`src/rtl/doce_tx_eth_framer.sv`:
```
// doce_tx_eth_framer
// Framer on the DoCE transport TX path. It takes payload frames tagged with a
// destination node ID and drives that ID to the MAC/ID table. It then
// registers the MAC address the table returns and emits two header beats
// (16 bytes) followed by the payload. Frames whose node ID is out of range
// are discarded and counted.
//
// Ports
//   clk, reset_n              clock; asynchronous active-low reset
//   s_axis_txd_*              payload in (tuser = destination ID, first beat)
//   trans_axis_txd_tuser      destination ID sent to the MAC/ID table
//   tx_dst_mac_addr           table result, valid one cycle after the ID
//   src_mac_addr              MAC address of this node (static)
//   m_axis_txd_*              framed stream out (registered valid/data)
//   frame_cnt                 frames sent (wraps)
//   drop_cnt                  frames dropped (saturates)
module doce_tx_eth_framer #(
    parameter int          NUM_NODES = 4,
    parameter logic [15:0] ETHERTYPE = 16'h88B5,
    parameter logic [3:0]  LOCAL_ID  = 4'd0
) (
    input  logic        clk,
    input  logic        reset_n,
    input  logic [63:0] s_axis_txd_tdata,
    input  logic [7:0]  s_axis_txd_tkeep,
    input  logic [3:0]  s_axis_txd_tuser,
    input  logic        s_axis_txd_tlast,
    input  logic        s_axis_txd_tvalid,
    output logic        s_axis_txd_tready,
    output logic [3:0]  trans_axis_txd_tuser,
    input  logic [47:0] tx_dst_mac_addr,
    input  logic [47:0] src_mac_addr,
    output logic [63:0] m_axis_txd_tdata,
    output logic [7:0]  m_axis_txd_tkeep,
    output logic        m_axis_txd_tlast,
    output logic        m_axis_txd_tvalid,
    input  logic        m_axis_txd_tready,
    output logic [31:0] frame_cnt,
    output logic [15:0] drop_cnt
);

    typedef enum logic [2:0] {
        S_IDLE, S_LOOKUP, S_WAIT, S_HDR0, S_HDR1, S_PAYLOAD, S_DROP
    } state_t;

    localparam logic [4:0] NODE_LIM = 5'(NUM_NODES);

    state_t      state_q;
    logic [3:0]  dst_id_q;
    logic [47:0] dst_mac_q;
    logic [63:0] m_data_q;
    logic [7:0]  m_keep_q;
    logic        m_last_q;
    logic        m_valid_q;
    logic [31:0] frame_cnt_q;
    logic [15:0] drop_cnt_q;

    logic        out_free, out_hs, s_hs, id_ok;
    logic [63:0] hdr0_beat, hdr1_beat;

    // Output register can take a new beat when empty or draining this cycle.
    assign out_free = !m_valid_q || m_axis_txd_tready;
    assign out_hs   = m_valid_q && m_axis_txd_tready;
    assign s_axis_txd_tready = (state_q == S_DROP) ||
                               ((state_q == S_PAYLOAD) && out_free);
    assign s_hs  = s_axis_txd_tvalid && s_axis_txd_tready;
    assign id_ok = {1'b0, s_axis_txd_tuser} < NODE_LIM;

    // Byte 0 goes on the wire first, so MAC fields are laid out MSB byte first.
    always_comb begin
        hdr0_beat = '0;
        hdr1_beat = '0;
        for (int k = 0; k < 6; k++)
            hdr0_beat[8*k +: 8] = dst_mac_q[8*(5-k) +: 8];
        hdr0_beat[55:48] = src_mac_addr[47:40];
        hdr0_beat[63:56] = src_mac_addr[39:32];
        for (int k = 0; k < 4; k++)
            hdr1_beat[8*k +: 8] = src_mac_addr[8*(3-k) +: 8];
        hdr1_beat[39:32] = ETHERTYPE[15:8];
        hdr1_beat[47:40] = ETHERTYPE[7:0];
        hdr1_beat[55:48] = {4'b0, LOCAL_ID};
        hdr1_beat[63:56] = {4'b0, dst_id_q};
    end

    always_ff @(posedge clk or negedge reset_n) begin
        if (!reset_n) begin
            state_q     <= S_IDLE;
            dst_id_q    <= '0;
            dst_mac_q   <= '0;
            m_data_q    <= '0;
            m_keep_q    <= '0;
            m_last_q    <= 1'b0;
            m_valid_q   <= 1'b0;
            frame_cnt_q <= '0;
            drop_cnt_q  <= '0;
        end else begin
            // Drained beat; a load further down re-asserts valid in the same cycle.
            if (out_hs) m_valid_q <= 1'b0;
            if (out_hs && m_last_q) frame_cnt_q <= frame_cnt_q + 32'd1;

            case (state_q)
                S_IDLE: begin
                    // First beat is only inspected here; it is consumed later.
                    if (s_axis_txd_tvalid) begin
                        if (id_ok) begin
                            dst_id_q <= s_axis_txd_tuser;
                            state_q  <= S_LOOKUP;
                        end else begin
                            state_q  <= S_DROP;
                        end
                    end
                end
                S_LOOKUP: state_q <= S_WAIT;
                S_WAIT: begin
                    dst_mac_q <= tx_dst_mac_addr;
                    state_q   <= S_HDR0;
                end
                S_HDR0: if (out_free) begin
                    m_data_q  <= hdr0_beat;
                    m_keep_q  <= 8'hFF;
                    m_last_q  <= 1'b0;
                    m_valid_q <= 1'b1;
                    state_q   <= S_HDR1;
                end
                S_HDR1: if (out_free) begin
                    m_data_q  <= hdr1_beat;
                    m_keep_q  <= 8'hFF;
                    m_last_q  <= 1'b0;
                    m_valid_q <= 1'b1;
                    state_q   <= S_PAYLOAD;
                end
                S_PAYLOAD: if (s_hs) begin
                    m_data_q  <= s_axis_txd_tdata;
                    m_keep_q  <= s_axis_txd_tkeep;
                    m_last_q  <= s_axis_txd_tlast;
                    m_valid_q <= 1'b1;
                    if (s_axis_txd_tlast) state_q <= S_IDLE;
                end
                S_DROP: if (s_hs && s_axis_txd_tlast) begin
                    if (drop_cnt_q != 16'hFFFF) drop_cnt_q <= drop_cnt_q + 16'd1;
                    state_q <= S_IDLE;
                end
                default: state_q <= S_IDLE;
            endcase
        end
    end

    assign trans_axis_txd_tuser = dst_id_q;
    assign m_axis_txd_tdata     = m_data_q;
    assign m_axis_txd_tkeep     = m_keep_q;
    assign m_axis_txd_tlast     = m_last_q;
    assign m_axis_txd_tvalid    = m_valid_q;
    assign frame_cnt            = frame_cnt_q;
    assign drop_cnt             = drop_cnt_q;

endmodule

```
`config.mk`:
```
export PLATFORM = sky130hd
export DESIGN_NAME = doce_tx_eth_framer
export DESIGN_NICKNAME = d
export VERILOG_FILES = /design/src/rtl/doce_tx_eth_framer.sv
export SDC_FILE = /design/constraint.sdc
export NUM_CORES = 1
export LEC_CHECK = 0
export BUFFER_PORTS_ARGS = -buffer_cell sky130_fd_sc_hd__buf_4
export CAP_MARGIN = 0
export CELL_PAD_IN_SITES_DETAIL_PLACEMENT = 0
export CELL_PAD_IN_SITES_GLOBAL_PLACEMENT = 2
export CORE_MARGIN = 1
export CORE_UTILIZATION = 29
export CTS_CLUSTER_SIZE = 20
export DETAILED_ROUTE_END_ITERATION = 10
export PLACE_DENSITY = 0.9
export SLEW_MARGIN = 0
export SYNTH_ARGS = -nofsm -noshare
export SYNTH_HDL_FRONTEND = slang
export SYNTH_SLANG_ARGS = --single-unit
```
`constraint.sdc`:
```
create_clock -name clk -period 2.4 [get_ports clk]
set_clock_uncertainty 0.2 [all_clocks]
set_input_delay 0.48 -clock clk [delete_from_list [all_inputs] [get_ports clk]]
set_output_delay 0.48 -clock clk [all_outputs]
set_load 0.02 [all_outputs]
```
==> results of run 1 <==
timing repair:
item / CTS / global route
hold buffers: 1 / 0
hold endpoints to repair: 54 / 0
resized for setup: 0 / 1
endpoints found under the setup margin: 0 / 1
setup buffers: 0 / 3
cell type report:
cell class,instances,area (um^2)
multi-input cells,559,3470
diodes,1,2.502
well taps,378,473.0
clock inverters,13,145.1
fillers,2770,16110
flip-flops and latches,177,4434
repair buffers,332,2601
inverters,8,30.03
clock buffers,19,442.9
worst reg2reg max path, stage by stage, from the launching register on:
cell and delay (ns):
sky130_fd_sc_hd__dfrtp_4 0.52, sky130_fd_sc_hd__buf_4 0.17, sky130_fd_sc_hd__nor2_1 0.15, sky130_fd_sc_hd__nand2_1 0.09
sky130_fd_sc_hd__or4_1 0.52, sky130_fd_sc_hd__mux2_2 0.32
routing by layer:
layer	wire, um	global-route usage (%)	up-vias
met5	0	0	-
met4	299	4.935	0
met3	1740	5.271	11
met2	11400	26.69	203
met1	10190	20.93	3230
li1	-	-	3332
final timing paths:
path                                      from                       to  slack [ns]
max reg2reg                         state_q[0]  trans_axis_txd_tuser[1]        0.33
min                        tx_dst_mac_addr[31]            dst_mac_q[31]        0.08
min in group asynchronous              reset_n      m_axis_txd_tdata[4]        0.40
min reg2reg                m_axis_txd_tdata[1]      m_axis_txd_tdata[1]        0.28
max                                 state_q[0]        s_axis_txd_tready        0.20
max in group asynchronous              reset_n            frame_cnt[25]        0.89
power by group:
group / switching (mW) / internal [mW]
combinational: 3.36 / 2.69
sequential: 0.662 / 4.09
clock: 1.32 / 1.50
synthesized netlist by cell type (2+ instances only):
cell type | n | share of area [%]
sky130_fd_sc_hd__or2_2 | 2 | 0.15
sky130_fd_sc_hd__and2_1 | 4 | 0.31
sky130_fd_sc_hd__nand2b_1 | 3 | 0.23
sky130_fd_sc_hd__nand2_1 | 100 | 4.6
sky130_fd_sc_hd__xor2_1 | 28 | 3.0
sky130_fd_sc_hd__ha_1 | 2 | 0.31
sky130_fd_sc_hd__dfrtp_1 | 177 | 54
sky130_fd_sc_hd__nor3_1 | 7 | 0.43
sky130_fd_sc_hd__buf_2 | 19 | 1.2
sky130_fd_sc_hd__inv_1 | 8 | 0.37
sky130_fd_sc_hd__nand4_1 | 11 | 0.84
sky130_fd_sc_hd__and3_1 | 27 | 2.1
sky130_fd_sc_hd__nand3b_1 | 7 | 0.64
sky130_fd_sc_hd__a31oi_1 | 4 | 0.31
sky130_fd_sc_hd__nor2_1 | 74 | 3.4
sky130_fd_sc_hd__mux2i_1 | 36 | 4.4
sky130_fd_sc_hd__mux2_2 | 53 | 7.3
sky130_fd_sc_hd__clkbuf_1 | 20 | 0.92
sky130_fd_sc_hd__buf_4 | 8 | 0.74
sky130_fd_sc_hd__and4_1 | 3 | 0.32
sky130_fd_sc_hd__o21ai_0 | 79 | 4.9
sky130_fd_sc_hd__nand3_1 | 18 | 1.1
sky130_fd_sc_hd__a21oi_1 | 61 | 3.7
sky130_fd_sc_hd__nor4_2 | 2 | 0.31
sky130_fd_sc_hd__nor2b_1 | 4 | 0.31
sky130_fd_sc_hd__xnor2_1 | 14 | 1.5
sky130_fd_sc_hd__o21ai_1 | 4 | 0.25
state kept, by name, summed over array words and instances (netlist names):
| register | count |
|---|---|
| drop_cnt | 16 |
| dst_mac_q | 48 |
| frame_cnt | 32 |
| m_axis_txd_tdata | 64 |
| m_axis_txd_tkeep | 8 |
| m_axis_txd_tlast | 1 |
| m_axis_txd_tvalid | 1 |
| state_q | 3 |
| trans_axis_txd_tuser | 4 |
cell families after synthesis:
logic type / after synthesis / synth area share [%]
AO/OA/AOI/OAI: 156 / 9.994
XOR/XNOR: 42 / 4.513
adder cells (fa/ha/maj): 2 / 0.3070
buffers and inverters: 56 / 3.331
flip-flops: 177 / 54.34
multiplexers: 89 / 11.74
AND/OR/NAND/NOR: 270 / 15.77
==> run_summary.xml, run 1 <==
<?xml version="1.0" encoding="UTF-8"?>
<metrics>
  <group name="worst_setup_path">
    <metric name="timing.critical_path.buf_inv" unit="">1</metric>
    <metric name="cp_max_fanout" unit="">7</metric>
    <metric name="setup.worst_path.start_class" unit="">flop</metric>
    <metric name="slowest_stage_cell_crit_path" unit="">sky130_fd_sc_hd__dfrtp_4</metric>
    <metric name="cp_top_family" unit="">flip-flops</metric>
    <metric name="data_arrival_critical_path" unit="ns">1.52</metric>
    <metric name="r2r.worst_path.cells" unit="">5</metric>
    <metric name="critical_path.cell_chain" unit="">nand2b_4, o21ai_0, and2_1, buf_4</metric>
    <metric name="worst_path_largest_cell_delay" unit="ns">0.52</metric>
    <metric name="worst_setup_path_end_kind" unit="">output port</metric>
    <metric name="critical_path_stages" unit="">4</metric>
    <metric name="critPathKind" unit="">flop to output port</metric>
    <metric name="critPathRequiredTime" unit="ns">1.72</metric>
  </group>
  <group name="floorplan">
    <metric name="dieHeight" unit="um">169.6</metric>
    <metric name="core_area" unit="um^2">27710</metric>
    <metric name="design.portCount" unit="">304</metric>
    <metric name="initial_core_util" unit="%">29.42</metric>
    <metric name="die_area" unit="um^2">28780</metric>
    <metric name="std_cell_rows" unit="">61</metric>
    <metric name="die_w" unit="um">169.6</metric>
  </group>
  <group name="route">
    <metric name="drt_drc_violations_left" unit="">0</metric>
    <metric name="avgViaCountPerCell" unit="">4.557</metric>
    <metric name="detail_route.wirelength" unit="um">23630</metric>
    <metric name="drt_iter0_markers" unit="">325</metric>
    <metric name="number_of_iterations_in_the_first_detailed_routing_pass" unit="">4</metric>
    <metric name="route.antenna.remaining_nets" unit="">0</metric>
    <metric name="wl_per_cell" unit="um">15.89</metric>
    <metric name="route.vias.total" unit="">6776</metric>
  </group>
  <group name="clock_tree">
    <metric name="tritoncts_clock_tree" unit="">built</metric>
    <metric name="cts_made_buffers" unit="">17</metric>
    <metric name="clock_latency_of_the_later_clocked_register_in_the_worst_skew_pair" unit="ns">0.42</metric>
    <metric name="cts_max_level" unit="">4</metric>
    <metric name="clock_slew_at_reported_path_ffs" unit="ns">0.08</metric>
    <metric name="clock-sinks" unit="">177</metric>
    <metric name="cts-root-to-sink-buffers" unit="">2</metric>
    <metric name="root_buffer" unit="">sky130_fd_sc_hd__clkbuf_16</metric>
  </group>
  <group name="logic_synthesis">
    <metric name="synthesis.yosys.warnings" unit="">0</metric>
    <metric name="postSynthAreaPerCell" unit="um^2">10.29</metric>
    <metric name="synth_cells" unit="">792</metric>
    <metric name="postSynthRegisterBits" unit="">177</metric>
    <metric name="mappedNetlistArea" unit="um^2">8150</metric>
    <metric name="synth_enable_flop_cells" unit="">0</metric>
    <metric name="async_set_or_reset_register_ratio_after_synthesis" unit="%">100.0</metric>
    <metric name="postSynth.topFlopCell" unit="">sky130_fd_sc_hd__dfrtp_1</metric>
    <metric name="synth_cell_types" unit="">44</metric>
    <metric name="synth_sequential_area_ratio" unit="%">54.34</metric>
    <metric name="synth_nets" unit="">971</metric>
  </group>
  <group name="power_and_ir_drop">
    <metric name="ir_worst_vdd" unit="V">0.0004546</metric>
    <metric name="finalPower" unit="mW">13.63</metric>
    <metric name="total_leakage_power" unit="nW">5.703</metric>
    <metric name="p_per_area" unit="nW/um^2">1175</metric>
  </group>
  <group name="placed_design">
    <metric name="placed_cell_area" unit="um^2">10970</metric>
    <metric name="dp.final_hpwl" unit="um">17410</metric>
    <metric name="port_buffers" unit="">303</metric>
    <metric name="placement.setup.worst_slack" unit="ns">0.2098</metric>
    <metric name="place_inst" unit="">1450</metric>
    <metric name="routabilityCongestion" unit="">0.7658</metric>
  </group>
  <group name="sta">
    <metric name="finalHoldWorstSlack" unit="ns">0.08203</metric>
    <metric name="worst_pin_slew" unit="ns">0.5482</metric>
    <metric name="clock.fmax" unit="MHz">455.4</metric>
    <metric name="fin_ws" unit="ns">0.2041</metric>
    <metric name="rsz0062_at_grt" unit="">no</metric>
    <metric name="report.final.setup_viol" unit="">0</metric>
    <metric name="setup-tns-final" unit="ns">0</metric>
    <metric name="report.final.hold_viol_count" unit="">0</metric>
    <metric name="timing_max_transition_violations_final" unit="">0</metric>
    <metric name="min_period_over_period" unit="%">91.50</metric>
    <metric name="relSlewSlack" unit="%">63.45</metric>
    <metric name="timing.final.crit_period" unit="ns">2.196</metric>
  </group>
  <group name="global_routing">
    <metric name="grt_first_pass_wirelength" unit="um">36570</metric>
    <metric name="pin_count_of_the_biggest_net_entering_global_routing" unit="">61</metric>
    <metric name="overflow" unit="">0</metric>
    <metric name="vias_in_the_first_global_route" unit="">6589</metric>
    <metric name="grt_resource_usage_total" unit="%">16.50</metric>
    <metric name="grt_antenna_before_repair" unit="">0</metric>
  </group>
  <group name="cells_and_area">
    <metric name="final-instance-count-excl-fill" unit="">1487</metric>
    <metric name="fraction_of_the_core_area_covered_by_cells_at_the_end_of_the_flow" unit="%">41.86</metric>
    <metric name="syn2layout_area_growth" unit="%">42.31</metric>
    <metric name="final_design_area_no_fill" unit="um^2">11600</metric>
    <metric name="mostFrequentLayoutCell" unit="">sky130_fd_sc_hd__buf_4</metric>
    <metric name="drive_above_1_share" unit="%">38.90</metric>
    <metric name="layout_common_cells" unit="">322 x sky130_fd_sc_hd__buf_4, 175 x sky130_fd_sc_hd__dfrtp_1, 100 x sky130_fd_sc_hd__nand2_1, 79 x sky130_fd_sc_hd__o21ai_0, 73 x sky130_fd_sc_hd__nor2_1</metric>
    <metric name="final_net_count" unit="">1274</metric>
  </group>
  <group name="job">
    <metric name="max-cap-violations" unit="">0</metric>
  </group>
  <group name="outcome">
    <metric name="run_status" unit="">completed</metric>
  </group>
  <group name="min_path">
    <metric name="hold_path_depth" unit="">2</metric>
    <metric name="hold_path_class" unit="">input port to flop</metric>
  </group>
</metrics>
No activity file was read; power rests on OpenSTA's default activity.
==> run 2: changes to the inputs <==
--- a/config.mk
+++ b/config.mk
@@ -5,15 +5,16 @@
 export SDC_FILE = /design/constraint.sdc
 export NUM_CORES = 1
 export LEC_CHECK = 0
+export ABC_AREA = 1
 export BUFFER_PORTS_ARGS = -buffer_cell sky130_fd_sc_hd__buf_4
 export CAP_MARGIN = 0
 export CELL_PAD_IN_SITES_DETAIL_PLACEMENT = 0
 export CELL_PAD_IN_SITES_GLOBAL_PLACEMENT = 2
 export CORE_MARGIN = 1
-export CORE_UTILIZATION = 29
+export CORE_UTILIZATION = 28
 export CTS_CLUSTER_SIZE = 20
 export DETAILED_ROUTE_END_ITERATION = 10
-export PLACE_DENSITY = 0.9
+export PLACE_DENSITY = 0.91
 export SLEW_MARGIN = 0
 export SYNTH_ARGS = -nofsm -noshare
 export SYNTH_HDL_FRONTEND = slang
==> run 2 against run 1 <==
Effect of this change: sequential cell count did not move; register-to-register slack got worse by 0.07 ns; design area rose by 4.9%; synthesized area rose by 6.6%; critical path depth rose by 1; combinational power rose by 18%; worst hold slack got worse by 0.0097 ns; power rose by 10%; sequential power rose by 4%.
==> run_summary.xml, run 2 <==
<?xml version="1.0" encoding="UTF-8"?>
<metrics>
  <group name="logic_synthesis">
    <metric name="synth_cells" unit="">1081</metric>
    <metric name="synthTopCellsByCount" unit="">499 x sky130_fd_sc_hd__nand2_1, 177 x sky130_fd_sc_hd__dfrtp_1, 73 x sky130_fd_sc_hd__nor2_1</metric>
    <metric name="synthMostInstantiatedCell" unit="">sky130_fd_sc_hd__nand2_1</metric>
    <metric name="post_synth_and_or_nand_nor_area_fraction" unit="%">31.34</metric>
    <metric name="mappedNetlistArea" unit="um^2">8687</metric>
    <metric name="post-synth-top-area-cell" unit="">sky130_fd_sc_hd__dfrtp_1</metric>
    <metric name="synth.area.mux_share" unit="%">5.963</metric>
    <metric name="async_set_or_reset_register_ratio_after_synthesis" unit="%">100.0</metric>
    <metric name="share_of_the_synthesized_netlist_area_taken_by_xor_and_xnor_gates" unit="%">2.319</metric>
    <metric name="synth_nets" unit="">1260</metric>
    <metric name="synth_largest_type_area_fraction" unit="%">50.99</metric>
    <metric name="synth_top_family_by_area" unit="">simple AND/OR/NAND/NOR gates</metric>
    <metric name="postSynthRegisterBits" unit="">177</metric>
    <metric name="synth_cell_types" unit="">28</metric>
    <metric name="postSynth.topFlopCell" unit="">sky130_fd_sc_hd__dfrtp_1</metric>
    <metric name="synth_enable_flop_cells" unit="">0</metric>
    <metric name="synthesis.yosys.warnings" unit="">0</metric>
    <metric name="postSynthAreaPerCell" unit="um^2">8.036</metric>
    <metric name="synth_fa_ha_area_share" unit="%">0.2881</metric>
    <metric name="synth_sequential_area_ratio" unit="%">50.99</metric>
    <metric name="complex_gate_fraction_of_the_synthesized_area" unit="%">4.609</metric>
    <metric name="post_synth_main_area_contributors" unit="">sky130_fd_sc_hd__dfrtp_1 51%, sky130_fd_sc_hd__nand2_1 22%, sky130_fd_sc_hd__mux2_2 6.0%, sky130_fd_sc_hd__nand3_1 4.0%, sky130_fd_sc_hd__nor2_1 3.2%</metric>
  </group>
  <group name="outcome">
    <metric name="run_status" unit="">completed</metric>
  </group>
  <group name="sta">
    <metric name="report.final.hold_viol_count" unit="">0</metric>
    <metric name="finalHoldWorstSlack" unit="ns">0.07230</metric>
    <metric name="clock.fmax" unit="MHz">454.7</metric>
    <metric name="timing_max_transition_violations_final" unit="">0</metric>
    <metric name="min_period_over_period" unit="%">91.63</metric>
    <metric name="report.final.setup_viol" unit="">0</metric>
    <metric name="setup-tns-final" unit="ns">0</metric>
    <metric name="worst_pin_slew" unit="ns">0.4792</metric>
    <metric name="timing.final.crit_period" unit="ns">2.199</metric>
    <metric name="relSlewSlack" unit="%">68.02</metric>
    <metric name="rsz0062_at_grt" unit="">no</metric>
  </group>
  <group name="global_routing">
    <metric name="pin_count_of_the_biggest_net_entering_global_routing" unit="">59</metric>
    <metric name="overflow" unit="">0</metric>
    <metric name="vias_in_the_first_global_route" unit="">7825</metric>
    <metric name="grt_resource_usage_total" unit="%">17.95</metric>
    <metric name="grt_antenna_before_repair" unit="">1</metric>
    <metric name="grt_first_pass_wirelength" unit="um">43550</metric>
  </group>
  <group name="worst_setup_path">
    <metric name="worst_setup_path_end_kind" unit="">output port</metric>
    <metric name="critPathKind" unit="">flop to output port</metric>
    <metric name="setup.worst_path.start_class" unit="">flop</metric>
    <metric name="data_arrival_critical_path" unit="ns">1.52</metric>
    <metric name="cp_max_fanout" unit="">7</metric>
    <metric name="critPathRequiredTime" unit="ns">1.72</metric>
  </group>
  <group name="floorplan">
    <metric name="initial_core_util" unit="%">28.40</metric>
    <metric name="dieHeight" unit="um">178.1</metric>
    <metric name="std_cell_rows" unit="">64</metric>
    <metric name="die_area" unit="um^2">31730</metric>
    <metric name="core_area" unit="um^2">30590</metric>
    <metric name="design.portCount" unit="">304</metric>
    <metric name="die_w" unit="um">178.1</metric>
  </group>
  <group name="job">
    <metric name="max-cap-violations" unit="">0</metric>
  </group>
  <group name="cells_and_area">
    <metric name="largest_register_ffs" unit="">64</metric>
    <metric name="antennaDiodeCount" unit="">0</metric>
    <metric name="final_net_count" unit="">1560</metric>
    <metric name="final-instance-count-excl-fill" unit="">1790</metric>
    <metric name="layout_common_cells" unit="">499 x sky130_fd_sc_hd__nand2_1, 312 x sky130_fd_sc_hd__buf_4, 177 x sky130_fd_sc_hd__dfrtp_1, 72 x sky130_fd_sc_hd__nor2_1, 68 x sky130_fd_sc_hd__nand3_1</metric>
    <metric name="drive_above_1_share" unit="%">29.27</metric>
    <metric name="syn2layout_area_growth" unit="%">40.04</metric>
    <metric name="mostFrequentLayoutCell" unit="">sky130_fd_sc_hd__nand2_1</metric>
  </group>
  <group name="placed_design">
    <metric name="dp.final_hpwl" unit="um">20380</metric>
    <metric name="routabilityCongestion" unit="">0.8151</metric>
    <metric name="place_inst" unit="">1757</metric>
    <metric name="port_buffers" unit="">303</metric>
  </group>
  <group name="power_and_ir_drop">
    <metric name="total_leakage_power" unit="nW">6.155</metric>
    <metric name="cell_int_power" unit="mW">8.694</metric>
    <metric name="seq_power_share" unit="%">32.9</metric>
    <metric name="share_comb_of_total_power" unit="%">47.4</metric>
    <metric name="power.clock.fraction" unit="%">19.7</metric>
    <metric name="p_per_area" unit="nW/um^2">1233</metric>
    <metric name="p_switching" unit="mW">6.311</metric>
    <metric name="ir_worst_vdd" unit="V">0.001047</metric>
    <metric name="p_sw_share" unit="%">42.06</metric>
  </group>
  <group name="route">
    <metric name="avgViaCountPerCell" unit="">4.527</metric>
    <metric name="drt_iter0_markers" unit="">347</metric>
    <metric name="detail_route.wirelength" unit="um">28380</metric>
    <metric name="wl_per_cell" unit="um">15.85</metric>
    <metric name="drt_drc_violations_left" unit="">0</metric>
    <metric name="route.antenna.remaining_nets" unit="">0</metric>
    <metric name="route.vias.total" unit="">8104</metric>
    <metric name="number_of_iterations_in_the_first_detailed_routing_pass" unit="">4</metric>
  </group>
  <group name="clock_tree">
    <metric name="cts_setup_buffers" unit="">0</metric>
    <metric name="clock_slew_at_reported_path_ffs" unit="ns">0.08</metric>
    <metric name="cts-root-to-sink-buffers" unit="">2</metric>
    <metric name="clock_latency_of_the_later_clocked_register_in_the_worst_skew_pair" unit="ns">0.43</metric>
    <metric name="clock-sinks" unit="">177</metric>
    <metric name="cts_max_level" unit="">4</metric>
    <metric name="tritoncts_clock_tree" unit="">built</metric>
    <metric name="root_buffer" unit="">sky130_fd_sc_hd__clkbuf_16</metric>
    <metric name="cts_made_buffers" unit="">17</metric>
  </group>
  <group name="min_path">
    <metric name="hold_path_class" unit="">input port to flop</metric>
  </group>
</metrics>
run 2: cell count changes in the layout (fill, tap and decap cells not counted), sizes merged, moves of 36 or more:
cell   previous run  this run
mux2i            36         0
nand2           101       499
inv              14        57
a21oi            61         5
nand3            18        70
o21ai            83        35
run 2: repair_timing:
action,CTS,global route
gates resized for setup,0,2
endpoints found under the setup margin,0,7
endpoints found under the hold margin,45,0
hold buffers,1,0
run 2: power groups by stage:
stage          Combinational, mW  Sequential, mW  Clock (mW)
6_report                    7.11            4.94        2.96
3_3_place_gp                7.16            4.95           0
2_1_floorplan               3.69            5.71           0
5_1_grt                     7.89            5.10        3.18
3_5_place_dp                7.23            4.98           0
4_1_cts                     7.23            4.94        3.07
run 2: worst paths after layout:
path / start / endpoint / slack, ns / cells past startpoint
setup / recovery: state_q[2] / s_axis_txd_tready / 0.20 / 5
hold / removal: tx_dst_mac_addr[27] / dst_mac_q[27] / 0.07 / 2
setup reg to reg: frame_cnt[1] / frame_cnt[18] / 0.26 / 8
max in group asynchronous: reset_n / trans_axis_txd_tuser[2] / 1.00 / 3
hold reg to reg: m_axis_txd_tdata[1] / m_axis_txd_tdata[1] / 0.28 / 2
min in group asynchronous: reset_n / frame_cnt[11] / 0.37 / 2
run 2: metrics by stage:
stage	total power, mW	setup WS (ns)	cell area (um^2)	util [%]
after detailed placement	12.21	0.2071	11530	37.68
after floorplan	9.396	0.3280	8687	-
after global routing	16.17	0.03709	12170	39.77
after CTS	15.24	0.09605	12160	39.75
after global placement	12.11	0.2574	11530	37.68
final	15.00	0.2008	12170	39.77
run 2: worst max-delay path, cell delays in order (launching register included):
cell and delay, ns:
sky130_fd_sc_hd__dfrtp_1 0.39, sky130_fd_sc_hd__inv_1 0.15, sky130_fd_sc_hd__nor2_4 0.17, sky130_fd_sc_hd__nand3_1 0.10, sky130_fd_sc_hd__nand2_1 0.11, sky130_fd_sc_hd__buf_4 0.17
run 2: per-layer routing:
metal	GRT usage, %	vias to the layer above	share of wire [%]
li1	-	4045	-
met1	23.39	3836	45
met2	29.77	200	49
met3	4.327	21	5.0
met4	4.380	2	1.4
met5	0	-	0.042
run 2: layout make-up:
class,count,area (um^2)
multi-input cells,813,3887
fillers,3192,18420
clock buffers,18,439.2
clock inverters,14,183.9
repair buffers,323,2546
inverters,49,183.9
flip-flops and latches,177,4429
well taps,396,495.5
run 2: logic make-up after synthesis:
family	after synthesis
fa+ha+maj	2
buf+inv	91
simple gates	677
compound gates	65
mux	46
xor+xnor	23
flops	177
==> run 3: changes to the inputs <==
--- a/config.mk
+++ b/config.mk
@@ -11,10 +11,10 @@
 export CELL_PAD_IN_SITES_DETAIL_PLACEMENT = 0
 export CELL_PAD_IN_SITES_GLOBAL_PLACEMENT = 2
 export CORE_MARGIN = 1
-export CORE_UTILIZATION = 28
+export CORE_UTILIZATION = 25
 export CTS_CLUSTER_SIZE = 20
 export DETAILED_ROUTE_END_ITERATION = 10
-export PLACE_DENSITY = 0.91
+export PLACE_DENSITY = 0.87
 export SLEW_MARGIN = 0
 export SYNTH_ARGS = -nofsm -noshare
 export SYNTH_HDL_FRONTEND = slang
==> constraint.sdc (replaced) <==
create_clock -name clk -period 1.9 [get_ports clk]
set_clock_uncertainty 0.2 [all_clocks]
set_input_delay 0.38 -clock clk [delete_from_list [all_inputs] [get_ports clk]]
set_output_delay 0.38 -clock clk [all_outputs]
set_load 0.02 [all_outputs]
==> run 3 against run 2 <==
Effect of this change: the run now ends with negative setup slack left; critical path depth grew 5; worst setup slack lost 0.24 ns; clock power increased by 20%; cell count increased by 10%.
==> run_summary.xml, run 3 (synthesis gave the netlist of run 2 again) <==
<?xml version="1.0" encoding="UTF-8"?>
<metrics>
  <group name="sta">
    <metric name="clock.fmax" unit="MHz">516.3</metric>
    <metric name="report.final.hold_viol_count" unit="">0</metric>
    <metric name="rsz0062_at_grt" unit="">yes</metric>
    <metric name="fin_ws" unit="ns">-0.03694</metric>
    <metric name="report.final.setup_viol" unit="">33</metric>
    <metric name="timing.final.crit_period" unit="ns">1.937</metric>
    <metric name="relSlewSlack" unit="%">67.68</metric>
    <metric name="timing_max_transition_violations_final" unit="">0</metric>
    <metric name="worst_pin_slew" unit="ns">0.4843</metric>
    <metric name="setup-tns-final" unit="ns">-0.5152</metric>
    <metric name="min_period_over_period" unit="%">101.9</metric>
    <metric name="finalHoldWorstSlack" unit="ns">0.003557</metric>
  </group>
  <group name="floorplan">
    <metric name="std_cell_rows" unit="">67</metric>
    <metric name="initial_core_util" unit="%">25.65</metric>
    <metric name="dieHeight" unit="um">188.4</metric>
    <metric name="die_w" unit="um">188.4</metric>
    <metric name="die_area" unit="um^2">35500</metric>
    <metric name="design.portCount" unit="">304</metric>
    <metric name="core_area" unit="um^2">33870</metric>
  </group>
  <group name="worst_setup_path">
    <metric name="critical_path.reg2reg.startpoint" unit="">state_q[0]</metric>
    <metric name="cp_top_family" unit="">simple AND/OR/NAND/NOR gates</metric>
    <metric name="r2r-end" unit="">m_axis_txd_tdata[10]</metric>
    <metric name="timing.critical_path.buf_inv" unit="">4</metric>
    <metric name="setup.worst_path.start_class" unit="">flop</metric>
    <metric name="cp_max_fanout" unit="">8</metric>
    <metric name="critPathKind" unit="">flop to flop</metric>
    <metric name="data_arrival_critical_path" unit="ns">2.07</metric>
    <metric name="slowest_stage_cell_crit_path" unit="">sky130_fd_sc_hd__dfrtp_2</metric>
    <metric name="critical_path.cell_chain" unit="">buf_6, nor2_4, o21ai_2, or2_4, nand3_4, buf_6, inv_8, clkbuf_16, nand2_1, nand2_1</metric>
    <metric name="worst_setup_path_end_kind" unit="">flop</metric>
    <metric name="worst_path_largest_cell_delay" unit="ns">0.45</metric>
    <metric name="critPathRequiredTime" unit="ns">2.03</metric>
    <metric name="timing.reg2reg.setup_slack" unit="ns">-0.04</metric>
    <metric name="r2r.worst_path.cells" unit="">10</metric>
  </group>
  <group name="cells_and_area">
    <metric name="fraction_of_the_core_area_covered_by_cells_at_the_end_of_the_flow" unit="%">40.78</metric>
    <metric name="layout_common_cells" unit="">463 x sky130_fd_sc_hd__nand2_1, 366 x sky130_fd_sc_hd__buf_4, 171 x sky130_fd_sc_hd__dfrtp_1, 65 x sky130_fd_sc_hd__nor2_1, 59 x sky130_fd_sc_hd__nand3_1</metric>
    <metric name="final_net_count" unit="">1691</metric>
    <metric name="largest_register_ffs" unit="">64</metric>
    <metric name="mostFrequentLayoutCell" unit="">sky130_fd_sc_hd__nand2_1</metric>
    <metric name="drive_above_1_share" unit="%">36.20</metric>
    <metric name="syn2layout_area_growth" unit="%">58.97</metric>
    <metric name="final-instance-count-excl-fill" unit="">1973</metric>
    <metric name="layout_filler_cell_count" unit="">3450</metric>
    <metric name="antennaDiodeCount" unit="">0</metric>
  </group>
  <group name="min_path">
    <metric name="hold_path_start" unit="">s_axis_txd_tkeep[1]</metric>
    <metric name="hold_path_class" unit="">input port to flop</metric>
    <metric name="hold_end" unit="">m_axis_txd_tkeep[1]</metric>
    <metric name="hold_path_depth" unit="">3</metric>
  </group>
  <group name="clock_tree">
    <metric name="cts-root-to-sink-buffers" unit="">2</metric>
    <metric name="root_buffer" unit="">sky130_fd_sc_hd__clkbuf_16</metric>
    <metric name="clock_slew_at_reported_path_ffs" unit="ns">0.07</metric>
    <metric name="cts_max_level" unit="">4</metric>
    <metric name="clock-sinks" unit="">177</metric>
    <metric name="tritoncts_clock_tree" unit="">built</metric>
    <metric name="cts_made_buffers" unit="">17</metric>
    <metric name="clock_latency_of_the_later_clocked_register_in_the_worst_skew_pair" unit="ns">0.46</metric>
  </group>
  <group name="power_and_ir_drop">
    <metric name="seq_power_share" unit="%">28.4</metric>
    <metric name="p_switching" unit="mW">9.242</metric>
    <metric name="total_leakage_power" unit="nW">6.913</metric>
    <metric name="cell_int_power" unit="mW">12.70</metric>
    <metric name="ir_worst_vdd" unit="V">0.0009552</metric>
    <metric name="share_comb_of_total_power" unit="%">55.4</metric>
    <metric name="p_sw_share" unit="%">42.11</metric>
    <metric name="power.clock.fraction" unit="%">16.1</metric>
    <metric name="p_per_area" unit="nW/um^2">1589</metric>
  </group>
  <group name="global_routing">
    <metric name="grt_antenna_before_repair" unit="">1</metric>
    <metric name="grt_first_pass_wirelength" unit="um">47150</metric>
    <metric name="vias_in_the_first_global_route" unit="">8622</metric>
    <metric name="overflow" unit="">0</metric>
    <metric name="pin_count_of_the_biggest_net_entering_global_routing" unit="">59</metric>
    <metric name="grt_resource_usage_total" unit="%">17.07</metric>
  </group>
  <group name="route">
    <metric name="route.antenna.remaining_nets" unit="">0</metric>
    <metric name="drt_iter0_markers" unit="">365</metric>
    <metric name="wl_per_cell" unit="um">16.49</metric>
    <metric name="detail_route.wirelength" unit="um">32530</metric>
    <metric name="avgViaCountPerCell" unit="">4.489</metric>
    <metric name="number_of_iterations_in_the_first_detailed_routing_pass" unit="">5</metric>
    <metric name="drt_drc_violations_left" unit="">0</metric>
    <metric name="route.vias.total" unit="">8857</metric>
  </group>
  <group name="placed_design">
    <metric name="routabilityCongestion" unit="">0.7967</metric>
    <metric name="place_inst" unit="">1853</metric>
    <metric name="dp.final_hpwl" unit="um">21580</metric>
    <metric name="port_buffers" unit="">303</metric>
  </group>
  <group name="outcome">
    <metric name="violations" unit="">negative setup slack</metric>
    <metric name="run_status" unit="">complete, but fails checks</metric>
  </group>
  <group name="job">
    <metric name="max-cap-violations" unit="">0</metric>
  </group>
</metrics>
run 3: worst max-delay path by stage:
stage	from	end	slack, ns	cells after the start
5_1_grt	state_q[2]	s_axis_txd_tready	-0.11	5
2_1_floorplan	state_q[0]	m_axis_txd_tdata[27]	0.003	11
6_report	state_q[0]	m_axis_txd_tdata[10]	-0.04	10
4_1_cts	state_q[1]	s_axis_txd_tready	-0.04	4
3_3_place_gp	s_axis_txd_tuser[2]	trans_axis_txd_tuser[1]	-0.11	7
3_5_place_dp	state_q[0]	drop_cnt[8]	-0.05	9
run 3: layout make-up:
class / count / area, um^2 / share of cell area (%)
multi-input combinational: 813 / 4151 / 30.06
timing repair buffer: 453 / 3881 / 28.11
timing repair inverter: 1 / 11.26 / 0.08154
sequential: 177 / 4437 / 32.13
clock buffer: 19 / 452.9 / 3.280
inverter: 49 / 198.9 / 1.441
tap: 448 / 560.5 / 4.059
clock inverter: 13 / 116.4 / 0.8426
run 3: per-stage QoR:
step / instance area [um^2] / setup WS, ns / power (mW)
floorplan: 8728 / 0.003409 / 11.95
global placement: 11940 / -0.1134 / 15.75
detailed placement: 11940 / -0.05357 / 15.91
CTS: 13170 / -0.03895 / 19.89
global route: 13810 / -0.1109 / 23.47
finish: 13810 / -0.03694 / 21.95
run 3: power by group through the flow:
stage          clock (mW)  sequential (mW)  combinational (mW)
5_1_grt              3.81             6.46                13.2
4_1_cts              3.65             6.23                10.0
6_report             3.54             6.24                12.2
2_1_floorplan           0             7.23                4.72
3_5_place_dp            0             6.29                9.62
3_3_place_gp            0             6.25                9.50
run 3: worst reg2reg max path, cell delays in order, from the launching register on:
cell and delay (ns):
sky130_fd_sc_hd__dfrtp_2 0.45, sky130_fd_sc_hd__buf_6 0.14, sky130_fd_sc_hd__nor2_4 0.12, sky130_fd_sc_hd__o21ai_2 0.06
sky130_fd_sc_hd__or2_4 0.24, sky130_fd_sc_hd__nand3_4 0.12, sky130_fd_sc_hd__buf_6 0.16, sky130_fd_sc_hd__inv_8 0.05
sky130_fd_sc_hd__clkbuf_16 0.16, sky130_fd_sc_hd__nand2_1 0.06, sky130_fd_sc_hd__nand2_1 0.06
run 3: routing by layer:
layer / up-vias / track usage, % / part of all wire, %
met5: - / 0 / 0.037
met4: 2 / 5.273 / 1.7
met3: 31 / 4.638 / 5.7
met2: 232 / 29.12 / 49
met1: 4269 / 20.85 / 43
li1: 4323 / - / -
run 3: what timing repair did:
action,4_1_cts,5_1_grt
endpoints found under the hold margin,111,1
hold buffers,55,1
setup buffers,9,13
setup endpoints to repair,80,102
cloned,0,11
resized for setup,16,91
pin swaps,3,6
